<file path="src/rtl/tdm_demux4_pkg.sv">
// Shared TDM link definitions: slot geometry and receiver/scanner state encodings.
// Used by both the transmit-side scanner and the receive-side demux.
package tdm_demux4_pkg;

   localparam int NUM_SLOTS = 4;
   localparam int SLOT_W    = 2;

   typedef enum logic {
      ST_HUNT   = 1'b0,
      ST_LOCKED = 1'b1
   } state_t;

endpackage

</file>
<file path="src/rtl/tdm_demux4_demux1_4.sv">
// Slot index + enable -> one-hot shadow write strobes; purely combinational, no backpressure.
module demux1_4
   import tdm_demux4_pkg::*;
(
   input  logic [SLOT_W-1:0]    sel,
   input  logic                 en,
   output logic [NUM_SLOTS-1:0] stb
);

   always_comb begin
      stb      = '0;
      stb[sel] = en;
   end

endmodule

</file>
<file path="src/rtl/tdm_demux4.sv">
// TDM 4:1 receive demux with frame_sync lock and flywheel; frames publish 1 cycle after slot-3 beat.
// No backpressure: din_valid gaps simply stall the slot counter.
module tdm_demux4
   import tdm_demux4_pkg::*;
#(
   parameter int WIDTH      = 4,
   parameter int MISS_LIMIT = 3
)(
   input  logic              clk,
   input  logic              rst,
   input  logic [WIDTH-1:0]  din,
   input  logic              din_valid,
   input  logic              frame_sync,
   output logic [WIDTH-1:0]  ch_a,
   output logic [WIDTH-1:0]  ch_b,
   output logic [WIDTH-1:0]  ch_c,
   output logic [WIDTH-1:0]  ch_d,
   output logic              frame_valid,
   output logic              locked,
   output logic [SLOT_W-1:0] slot,
   output logic              sync_err
);

   localparam int             MW       = $clog2(MISS_LIMIT + 1);
   localparam logic [MW-1:0]  MISS_MAX = MW'(MISS_LIMIT);

   state_t                state, state_nx;
   logic [SLOT_W-1:0]     slot_nx;
   logic [MW-1:0]         miss_cnt, miss_nx, miss_inc;
   logic                  wr_en;
   logic [SLOT_W-1:0]     wr_slot;
   logic                  err_nx;
   logic [NUM_SLOTS-1:0]  wr_stb;
   // Slot 3 is never stored: it goes straight from din to ch_d on completion.
   logic [WIDTH-1:0]      shadow [NUM_SLOTS-1];

   always_ff @(posedge clk) begin
      if (rst) begin
         state    <= ST_HUNT;
         slot     <= '0;
         miss_cnt <= '0;
      end else begin
         state    <= state_nx;
         slot     <= slot_nx;
         miss_cnt <= miss_nx;
      end
   end

   always_comb begin
      state_nx = state;
      slot_nx  = slot;
      miss_nx  = miss_cnt;
      miss_inc = miss_cnt + MW'(1);
      wr_en    = 1'b0;
      wr_slot  = slot;
      err_nx   = 1'b0;
      if (din_valid) begin
         case (state)
            ST_HUNT: begin
               if (frame_sync) begin
                  wr_en    = 1'b1;
                  wr_slot  = '0;
                  slot_nx  = SLOT_W'(1);
                  miss_nx  = '0;
                  state_nx = ST_LOCKED;
               end
            end
            ST_LOCKED: begin
               if (frame_sync && slot != '0) begin
                  // Early sync wins: restart the frame on this beat.
                  err_nx  = 1'b1;
                  wr_en   = 1'b1;
                  wr_slot = '0;
                  slot_nx = SLOT_W'(1);
                  miss_nx = '0;
               end else if (!frame_sync && slot == '0) begin
                  err_nx = 1'b1;
                  if (miss_inc == MISS_MAX) begin
                     state_nx = ST_HUNT;
                     slot_nx  = '0;
                     miss_nx  = '0;
                  end else begin
                     wr_en   = 1'b1;
                     wr_slot = '0;
                     slot_nx = SLOT_W'(1);
                     miss_nx = miss_inc;
                  end
               end else begin
                  wr_en   = 1'b1;
                  slot_nx = slot + SLOT_W'(1);
                  if (frame_sync) miss_nx = '0;
               end
            end
            default: state_nx = ST_HUNT;
         endcase
      end
   end

   always_comb begin
      locked = (state == ST_LOCKED);
   end

   demux1_4 u_demux (
      .sel (wr_slot),
      .en  (wr_en),
      .stb (wr_stb)
   );

   always_ff @(posedge clk) begin
      if (rst) begin
         for (int i = 0; i < NUM_SLOTS - 1; i++) shadow[i] <= '0;
         ch_a        <= '0;
         ch_b        <= '0;
         ch_c        <= '0;
         ch_d        <= '0;
         frame_valid <= 1'b0;
         sync_err    <= 1'b0;
      end else begin
         for (int i = 0; i < NUM_SLOTS - 1; i++) begin
            if (wr_stb[i]) shadow[i] <= din;
         end
         if (wr_stb[NUM_SLOTS-1]) begin
            ch_a <= shadow[0];
            ch_b <= shadow[1];
            ch_c <= shadow[2];
            ch_d <= din;
         end
         frame_valid <= wr_stb[NUM_SLOTS-1];
         sync_err    <= err_nx;
      end
   end

endmodule
</file>
<file path="config.mk">
export PLATFORM = sky130hd
export DESIGN_NAME = tdm_demux4
export DESIGN_NICKNAME = d
export VERILOG_FILES = /design/src/rtl/tdm_demux4_pkg.sv /design/src/rtl/tdm_demux4_demux1_4.sv /design/src/rtl/tdm_demux4.sv
export SDC_FILE = /design/constraint.sdc
export NUM_CORES = 1
export LEC_CHECK = 0
export BUFFER_PORTS_ARGS = -buffer_cell sky130_fd_sc_hd__buf_2
export CORE_MARGIN = 8
export CORE_UTILIZATION = 50
export CTS_BUF_LIST = sky130_fd_sc_hd__clkbuf_16
export CTS_CLUSTER_SIZE = 24
export DETAILED_ROUTE_END_ITERATION = 10
export PLACE_DENSITY = 0.71
export SLEW_MARGIN = 20
export SYNTH_ARGS = -nofsm -noshare
export SYNTH_HDL_FRONTEND = slang
export SYNTH_SLANG_ARGS = --single-unit
</file>
<file path="constraint.sdc">
create_clock -name clk -period 4.4 [get_ports clk]
set_clock_uncertainty 0.2 [all_clocks]
set_input_delay 0.44 -clock clk [delete_from_list [all_inputs] [get_ports clk]]
set_output_delay 0.44 -clock clk [all_outputs]
set_load 0.05 [all_outputs]
</file>
Word-level counts from Yosys, hierarchy flattened
Memories as Yosys holds them, arrays and structs flattened. A register that Yosys moved wholly into a read port is not among the register bits.
Index checks and enable logic that the tools add are counted.
{ "word_totals": {"elab_cells": 67, "input_bits": 8, "regBits": 11, "ramBits": 12, "n_memories": 1} }
{ "classes": {"n_reduce_logical": 8, "n_mux": 40, "add_sub_neg": 2, "magnitude_cmp": 2, "n_bitwise": 6, "eq_ne": 2} }
{ "memory_table": {"columns": ["name", "depth", "word_bits", "rd", "rd_clocked_by_memory_dff", "wr", "line", "text"], "rows": [
  ["shadow", 3, 4, 3, 3, 3, "tdm_demux4.sv:35", "logic [WIDTH-1:0] shadow [NUM_SLOTS-1];"]
]} }
{ "ops": {"columns": ["cell", "n"], "rows": [
  ["$mux W2", 12],
  ["$mux W1", 20],
  ["$mux W4", 3],
  ["$pmux W2 S2", 3],
  ["$add A2 B1 Y2 const B", 2],
  ["$and A4 B4 Y4", 1],
  ["$logic_and A1 B1 Y1", 3],
  ["$lt A2 B3 Y1 const B", 1],
  ["$or A1 B1 Y1", 3],
  ["$reduce_or A3 Y1", 1],
  ["$demux W1 S2", 1],
  ["$eq A2 B2 Y1 const B", 1],
  ["$ge A2 B1 Y1 const B", 1],
  ["$logic_not A2 Y1", 1],
  ["$ne A2 B2 Y1 const B", 1],
  ["$not A1 Y1", 2],
  ["$pmux W1 S2", 1],
  ["$reduce_and A2 Y1", 1],
  ["$reduce_bool A2 Y1", 1],
  ["$logic_not A1 Y1", 1]
]} }

Longest topological paths before layout
Gate-level depths: netlist of run 1.
{ "depth": {"word_depth": 16, "depth_mapped": 11, "ltp_nobuf": 8} }

Modules after synthesis
A second synthesis of run 1 with hierarchy kept.
{ "hier_totals": {"cells_unflattened": 121, "hier_area_um2": 1421.4} }
{ "by_module_without_submodules": {"columns": ["mod", "seq_area_each_um2", "area_each_um2", "n_inst", "cells_each"], "rows": [
  ["tdm_demux4", 820.8, 1383.8, 1, 117],
  ["demux1_4", 0.0, 37.5, 1, 4]
]} }

Worst setup path before layout of run 1
No wires, ideal clock.
{ "synth_timing": {"path_kind": "register to register", "start": "register slot[0]", "end": "memory shadow[2][2], in the netlist shadow[0][10], enable pin", "t_required_ps": 3949, "period_less_slack_ps": 2634, "path_slack_ps": 1766, "stages_incl_launch_ff": 8, "arrival_time_ps": 2183, "path_cell_list": "dfxtp_1 -> inv_1 -> ha_1 -> ha_1 -> clkbuf_1 -> a211oi_1 -> nand2_1 -> a31o_2"} }
{ "synth_lines": {"columns": ["item", "line", "text"], "rows": [
  ["start, declared", "tdm_demux4.sv:20", "output logic [SLOT_W-1:0] slot,"],
  ["start signal, assigned", "tdm_demux4.sv:44", "slot <= slot_nx;"],
  ["end, declared", "tdm_demux4.sv:35", null]
]} }

Worst setup path after layout of run 1
{ "layout_timing": {"start": "register slot[0]", "end": "register ch_a[2] (read register of shadow)"} }
{ "layout_between": {"elab_chain_cells": 11, "word_cells_on_any_way": 20} }
{ "layout_lines": {"columns": ["item", "line", "text"], "rows": [
  ["$logic_not A2 Y1", "tdm_demux4.sv:76", "end else if (!frame_sync && slot == '0) begin"],
  ["$logic_and A1 B1 Y1", "tdm_demux4.sv:76", null],
  ["$mux W2", "tdm_demux4.sv:76", null],
  ["$mux W2", "tdm_demux4.sv:69", "if (frame_sync && slot != '0) begin"],
  ["$pmux W2 S2", "tdm_demux4.sv:58", "case (state)"],
  ["$mux W2", "tdm_demux4.sv:57", "if (din_valid) begin"],
  ["$lt A2 B3 Y1 (implied by the code) or $ge A2 B1 Y1 (tied branches)", "tdm_demux4_demux1_4.sv:12", "stb[sel] = en;"],
  ["$logic_and A1 B1 Y1 (implied by the code)", "tdm_demux4_demux1_4.sv:12", null],
  ["$mux W1 (implied by the code)", "tdm_demux4_demux1_4.sv:12", null],
  ["$demux W1 S2", null, null],
  ["$and A4 B4 Y4 (no source line) *", null, null],
  ["end, declared", "tdm_demux4.sv:14", "output logic [WIDTH-1:0] ch_a,"]
]} }
Every way passes the cells marked *; elsewhere a longest branch is shown, timed or not.
A chain may end at the register's enable or synchronous reset.

==> results_dict.tcl, run 1 <==
set metrics [dict create \
    status "finished clean" \
    yosysMostFrequentCell "o21ai_0" \
    num_io_pins 29 \
    p_leak_uw 0.000810 \
    antenna_left 0 \
    multiInputGateArea_sq_um 733 \
    fmaxAchievable_ghz 0.362 \
    synth_common_cells "o21ai_0 (24), dfxtp_1 (23), nor2b_1 (17), nand2b_1 (16), edfxtp_1 (12)" \
    worstReg2RegStart "slot[0]" \
    slew_headroom 0.525 \
    clk_pin_slew_ns 0.05 \
    setup_viol_count_final 0 \
    num_vias 1191 \
    synth.distinct_cells 32 \
    final_max_slew_viol_count 0 \
    cts_tree "yes" \
    min_delay_path_depth 3 \
    io_buffers 28 \
    place_area_sq_mm 0.00177 \
    drt_iter0_drc 90 \
    cts_buffers 5 \
    rsz0062_at_grt "no" \
    hold_viol_final 0 \
    clk_latency_ns 0.27 \
    grt.overflow.total 0 \
    rrSetupSlack_ns 1.64 \
    syn-num-nets 174 \
    die_x_um 73.1 \
    final_cells 232 \
    fill_cells 271 \
    reg2regPathDepth 8 \
    dp.cells 224 \
    setup-tns-final_ns 0 \
    worst_slew_pin_slew_ns 0.712 \
    ys.flop_type "dfxtp_1" \
    syn_area_sq_mm 0.00163 \
    wirelength_mm 3.09 \
    final_cell_area_sq_mm 0.00194 \
    cts.repair.resized 0 \
    fin_nets 199 \
    ys_ff_latch 35 \
    grt_use_total 0.124 \
    grt_pass1_vias 1125 \
    final_util 0.629 \
    die_area_sq_mm 0.00535 \
    worst_setup_path_end_kind "flop" \
    startpoint_type "flop" \
    chipHeight_um 73.1 \
    reg2reg_to "ch_a[2]" \
    drt-pass1-iter-count 4 \
    cts-root-buf "clkbuf_16" \
    worst_ep_required_time_ns 4.33 \
    area_growth_pct 18.5 \
    synthTopCellsByArea "dfxtp_1 (28%), edfxtp_1 (22%), o21ai_0 (7.4%)" \
    p_per_area_mw_per_mm2 406 \
    grt_pass1_wl_mm 5.09 \
    htreeDepth 2 \
    fin_crit_ns 2.76 \
    async_flop_share 0 \
    syn_inst 162 \
    hold_class "in -> reg" \
    cts_hold_buf 0 \
    routabilityCongestion 0.783 \
    cap_viol_max_count 0 \
    coreArea_sq_mm 0.00308 \
    synth_edf_count 12 \
    worstPathMaxFanout 17 \
    critical_path_class "reg -> reg" \
    drc_errors 0 \
    initial_core_util 0.530 \
    clockBufferDepth 2 \
    grt_start_max_net_pins 43 \
    yosysSeqAreaShare 0.503 \
    layout_worst_path_cycle_share 0.627 \
    syn_area_per_cell_sq_um 10.1 \
    rows 20 \
    crit_arrival_ns 2.69 \
    post_cts_buffers 0 \
    yosys_warnings 0 \
    hold_path_end "ch_d[2]" \
    yosys.area.top_type "dfxtp_1" \
    drive_gt1_frac 0.266 \
    vdd_ir_drop_max_uv 245 \
    hpwl_mm 2.17 \
    viasPerCell 5.13 \
    synth_top_area_frac 0.282 \
    cts_sinks 35 \
    seqCellArea_sq_um 821 \
    antenna_found_initial 0 \
    avgRoutedWirePerCell_um 13.3 \
    hold_start "din[2]" \
    antenna_cells 0 \
]
[cell type report]
type / instances / share of cell area
Sequential cell: 35 / 0.424
Multi-Input combinational cell: 111 / 0.379
Timing Repair Buffer: 28 / 0.0724
Clock buffer: 5 / 0.0646
Tap cell: 44 / 0.0284
Clock inverter: 3 / 0.0200
Inverter: 6 / 0.0116
[routing by layer]
layer	vias to the layer above	routed length (um)	part of all wire	global-route usage
met1	541	1370	0.44	0.132
met3	7	205	0.066	0.0563
li1	614	-	-	-
met4	0	50	0.016	0.0578
met5	-	0	0	0
met2	29	1470	0.48	0.205
[layout by cell type, fill, tap and decap left out, types with 2 or more instances in the layout]
cell type / n
buf_2: 28
o21ai_0: 24
dfxtp_1: 23
nor2b_1: 17
nand2b_1: 16
edfxtp_1: 12
o21ai_2: 9
nand2_1: 7
inv_1: 6
nor2_1: 6
and3b_1: 5
clkbuf_16: 5
ha_1: 4
nor3_1: 3
a31o_2: 2
o21ai_1: 2
a21oi_1: 2
[where the power goes]
group	switching [uW]	internal [uW]
clock network	122	264
registers	4.94	344
logic	33.9	17.1
total	161	624
[metrics by stage]
step	setup WS, ns	total power, uW	hold slack, ns
floorplan	1.77	393	0.274
global placement	1.79	405	0.292
detailed placement	1.63	406	0.299
CTS	1.61	791	0.276
global route	1.35	811	0.282
finish	1.64	785	0.278
[how the worst max path moves through the flow]
stage	to	cells after the start	slack (ns)	from
after floorplan	shadow[0][10]	7	1.77	slot[0]
after global placement	ch_a[1]	8	1.79	slot[0]
after detailed placement	ch_a[3]	8	1.63	slot[0]
after CTS	ch_a[2]	8	1.61	slot[0]
after global routing	ch_a[3]	8	1.35	slot[0]
final	ch_a[2]	8	1.64	slot[0]
[cells by family after synthesis]
logic type / synth area share
buf+inv: 0.0483
mux: 0.00613
simple gates: 0.228
flops: 0.503
fa+ha+maj: 0.0307
compound gates: 0.184
[critical path: stages, from the launching register on]
cell,delay (ns)
dfxtp_1,0.48
inv_1,0.13
ha_1,0.24
inv_1,0.08
ha_1,0.21
and3b_1,0.28
nand3_4,0.20
or2_1,0.60
o21ai_0,0.19
[flip-flops by register name, summed over array words and instances, names as in the netlist]
| signal | cells |
|---|---|
| locked | 1 |
| ch_b | 4 |
| frame_valid | 1 |
| ch_c | 4 |
| ch_a | 4 |
| slot | 2 |
| sync_err | 1 |
| miss_cnt | 2 |
| ch_d | 4 |
| shadow | 12 |
Note: power is estimated with default switching activity, not from simulation.
==> run 2, diff against run 1 <==
Clock period 4.4 ns to 2.8 ns, I/O delays scaled along.
==> results_dict.tcl, run 2 (synthesized netlist as in run 1, its figures left out) <==
set metrics [dict create \
    fin_nets 201 \
    grt.overflow.total 0 \
    grt_pass1_vias 1145 \
    drt-pass1-iter-count 5 \
    avgRoutedWirePerCell_um 13.7 \
    clockBufferDepth 2 \
    clk_latency_ns 0.28 \
    slew_headroom 0.578 \
    final_max_slew_viol_count 0 \
    p_per_area_mw_per_mm2 678 \
    critPathTopFamily "compound AO/OA/AOI/OAI gates" \
    cts_buffers 5 \
    path_cells "inv_1 > ha_1 > ha_1 > a41oi_1 > a21o_1" \
    coreArea_sq_mm 0.00308 \
    wirelength_mm 3.20 \
    area_growth_pct 21.2 \
    hold_slack_ns 0.0957 \
    largest_reg_flops 12 \
    fin_crit_ns 2.48 \
    htreeDepth 2 \
    setup-tns-final_ns 0 \
    hpwl_mm 2.19 \
    min_delay_path_depth 3 \
    antenna_cells 0 \
    final_cells 234 \
    cts_hold_buf 0 \
    final_common_cell "buf_2" \
    worstPathMaxFanout 8 \
    clk_pin_slew_ns 0.06 \
    chipHeight_um 73.1 \
    drive_gt1_frac 0.284 \
    layout_worst_path_cycle_share 0.887 \
    vdd_ir_drop_max_uv 313 \
    cpMaxStageDelayCell "a41oi_1" \
    num_vias 1209 \
    rows 20 \
    status "finished clean" \
    fmaxAchievable_ghz 0.403 \
    p_leak_uw 0.000829 \
    fill_cells 277 \
    cts.repair.resized 0 \
    reg2regPathDepth 5 \
    critical_path_class "reg -> reg" \
    place_area_sq_mm 0.00179 \
    crit_arrival_ns 2.26 \
    rsz0062_at_grt "no" \
    cap_viol_max_count 0 \
    antenna_left 0 \
    path_buf_inv 1 \
    cts-root-buf "clkbuf_16" \
    slowest_delay_ns 0.54 \
    antenna_found_initial 0 \
    grt_pass1_wl_mm 5.24 \
    io_buffers 28 \
    final_cell_area_sq_mm 0.00198 \
    power_uw 1340 \
    grt_start_max_net_pins 43 \
    setup_viol_count_final 0 \
    worst_slew_pin_slew_ns 0.633 \
    grt_use_total 0.126 \
    worst_ep_required_time_ns 2.58 \
    dp.cells 226 \
    hold_class "in -> reg" \
    cts_sinks 35 \
    routabilityCongestion 0.844 \
    drc_errors 0 \
    largest_register "shadow" \
    final_cell_mix "buf_2 (28), o21ai_0 (24), dfxtp_1 (23), nor2b_1 (17), nand2b_1 (16)" \
    cts_tree "yes" \
    hold_viol_final 0 \
    die_x_um 73.1 \
    initial_core_util 0.530 \
    drt_iter0_drc 64 \
    crit_top_cell "ha_1" \
    num_io_pins 29 \
    post_cts_buffers 0 \
    die_area_sq_mm 0.00535 \
    worst_setup_path_end_kind "flop" \
    startpoint_type "flop" \
    cp.depth 5 \
    viasPerCell 5.17 \
]
run 2: power breakdown:
| group | switching (uW) | leakage, uW | internal (uW) |
|---|---|---|---|
| sequential | 7.30 | 0.000312 | 540 |
| clock | 205 | 0.0000900 | 509 |
| combinational | 53.6 | 0.000427 | 27.2 |
| total | 266 | 0.000829 | 1080 |
run 2: final timing paths:
| kind | from | to | slack, ns |
|---|---|---|---|
| setup / recovery | slot[0] | shadow[0][0] | 0.32 |
| hold / removal | din[3] | ch_d[3] | 0.1 |
| setup reg to reg | slot[0] | shadow[0][0] | 0.32 |
| hold reg to reg | shadow[0][10] | ch_c[2] | 0.30 |
run 2: area by class of cell:
class | instances | area, sq um | share of cell area
clock buffer | 5 | 125 | 0.0632
clock inverter | 3 | 67.6 | 0.0341
inverter | 6 | 22.5 | 0.0114
multi-input combinational | 111 | 733 | 0.370
sequential | 35 | 821 | 0.415
tap | 44 | 55.1 | 0.0278
timing repair buffer | 30 | 155 | 0.0784
run 2: worst min-delay path: stages:
cell      delay, ns
buf_2          0.10
nand2b_1       0.09
o21ai_2        0.06
run 2: through the flow:
step	setup WS, ns	utilization
6_report	0.316	0.643
5_1_grt	0.138	0.643
4_1_cts	0.101	0.643
3_5_place_dp	0.111	0.580
3_3_place_gp	0.273	0.580
2_1_floorplan	0.166	-
run 2: layer usage:
layer	routed length (um)	GRT usage	up-vias
met3	174	0.0371	7
met5	0	0	-
li1	-	-	612
met2	1550	0.216	32
met1	1420	0.139	558
met4	54	0.0600	0
==> run 3, diff against run 2 <==
Settings changed: ABC_AREA set to 1, CORE_UTILIZATION 50 to 52, PLACE_DENSITY 0.71 to 0.73.
==> results_dict.tcl, run 3 <==
set metrics [dict create \
    status "finished clean" \
    p_leak_uw 0.000815 \
    hold_viol_final 0 \
    final_common_cell "nand2_1" \
    largest_register "shadow" \
    num_vias 1224 \
    setup-tns-final_ns 0 \
    fill_cells 257 \
    worst_ep_required_time_ns 2.57 \
    hold_slack_ns 0.0935 \
    grt_start_max_net_pins 25 \
    post_cts_buffers 0 \
    viasPerCell 5.23 \
    synth-simple-area-share 0.267 \
    final_cell_mix "nand2_1 (35), buf_2 (28), nand3_1 (23), a21oi_1 (23), dfxtp_1 (23)" \
    cts_buffers 5 \
    worstPathMaxFanout 9 \
    antenna_cells 0 \
    grt_pass1_vias 1233 \
    drt_iter0_drc 59 \
    startpoint_type "flop" \
    cts_tree "yes" \
    clk_latency_ns 0.27 \
    synth_top_area_frac 0.295 \
    fin_crit_ns 2.42 \
    synth_common_cells "nand2_1 (35), a21oi_1 (23), dfxtp_1 (23), nand3_1 (23), inv_1 (15)" \
    hpwl_mm 2.41 \
    cts_hold_buf 0 \
    final_max_slew_viol_count 0 \
    worst_slew_pin_slew_ns 0.462 \
    clk_pin_slew_ns 0.05 \
    rsz0062_at_grt "no" \
    vdd_ir_drop_max_uv 361 \
    drc_errors 0 \
    drive_gt1_frac 0.254 \
    drt-pass1-iter-count 5 \
    fin_nets 212 \
    synth_edf_count 12 \
    layout_worst_path_cycle_share 0.864 \
    cap_viol_max_count 0 \
    grt.overflow.total 0 \
    setup_viol_count_final 0 \
    fmaxAchievable_ghz 0.413 \
    syn_area_per_cell_sq_um 9.22 \
    syn_area_sq_mm 0.00156 \
    area_growth_pct 18.5 \
    synth-xor-area-share 0 \
    routabilityCongestion 0.919 \
    synth.distinct_cells 24 \
    num_io_pins 29 \
    wirelength_mm 3.32 \
    coreArea_sq_mm 0.00295 \
    ys.flop_type "dfxtp_1" \
    yosysSeqAreaShare 0.526 \
    largest_reg_flops 12 \
    async_flop_share 0 \
    synth_compound_area_frac 0.107 \
    yosys.area.top_type "dfxtp_1" \
    initial_core_util 0.528 \
    ys_ff_latch 35 \
    syn-num-nets 181 \
    hold_class "in -> reg" \
    cts-root-buf "clkbuf_16" \
    worst_setup_path_end_kind "flop" \
    yosys_warnings 0 \
    die_x_um 70.8 \
    chipHeight_um 70.8 \
    avgRoutedWirePerCell_um 14.2 \
    synth_top_family_by_area "simple AND/OR/NAND/NOR gates" \
    rows 20 \
    grt_pass1_wl_mm 5.46 \
    die_area_sq_mm 0.00501 \
    slew_headroom 0.692 \
    crit_arrival_ns 2.19 \
    clockBufferDepth 2 \
    grt_use_total 0.137 \
    synthAdderAreaFrac 0.0321 \
    yosysMostFrequentCell "nand2_1" \
    synthMuxAreaShare 0 \
    p_per_area_mw_per_mm2 625 \
    cts_sinks 35 \
    antenna_left 0 \
    syn_inst 169 \
    io_buffers 28 \
    cts.repair.resized 0 \
    critical_path_class "reg -> reg" \
    antenna_found_initial 0 \
    htreeDepth 2 \
    synthTopCellsByArea "dfxtp_1 (30%), edfxtp_1 (23%), nand2_1 (8.4%)" \
]
## run 3: logic make-up after synthesis
| kind of cell | count (synthesis) |
|---|---|
| adders and majority gates | 4 |
| buffers and inverters | 22 |
| AOI/OAI and AO/OA | 28 |
| DFF | 35 |
| and+or+nand+nor | 80 |
## run 3: area by class of cell
type / instances / area [sq um] / share of cell area
flip-flops and latches: 35 / 821 / 0.444
multi-input cells: 112 / 633 / 0.343
repair buffers: 29 / 148 / 0.0799
clock buffers: 5 / 125 / 0.0678
inverters: 17 / 63.8 / 0.0346
well taps: 33 / 41.3 / 0.0224
clock inverters: 3 / 15.0 / 0.00813
## run 3: power breakdown
part           internal (uW)  total, uW  leakage, uW  switching (uW)
Clock                    323        518    0.0000649             195
Sequential               542        549     0.000310            7.12
Combinational           24.2       88.3     0.000439            64.0
Total                    889       1160     0.000815             266
## run 3: through the flow
stage                     cell area (sq um)  std cells  total power (uW)  worst slack, ns   util
after detailed placement               1710        226               647            0.405  0.578
after CTS                              1850        234              1160            0.378  0.625
after global routing                   1850        234              1190            0.195  0.625
after floorplan                        1560        169               622            0.182      -
final                                  1850        234              1160            0.380  0.625
after global placement                 1710        226               644            0.535  0.578
## run 3: critical path, stage by stage (launching register included)
cell	delay, ns
dfxtp_1	0.32
inv_1	0.13
ha_1	0.19
inv_1	0.06
ha_1	0.19
inv_1	0.13
nand2_1	0.15
o21ai_4	0.29
nand4_1	0.24
nand2_1	0.22
## run 3: worst paths after layout
check	cells past startpoint	slack [ns]	from	endpoint
worst max register to register	9	0.38	slot[0]	shadow[0][9]
worst min register to register	2	0.26	ch_b[1]	ch_b[1]
worst min-delay path	3	0.09	din[2]	ch_d[2]
worst max-delay path	9	0.38	slot[0]	shadow[0][9]
## run 3: per-layer routing
metal	vias up	GRT usage	share of wire
li1	626	-	-
met1	557	0.156	0.46
met2	35	0.212	0.46
met3	6	0.0565	0.060
met4	0	0.0739	0.018
met5	-	0	0
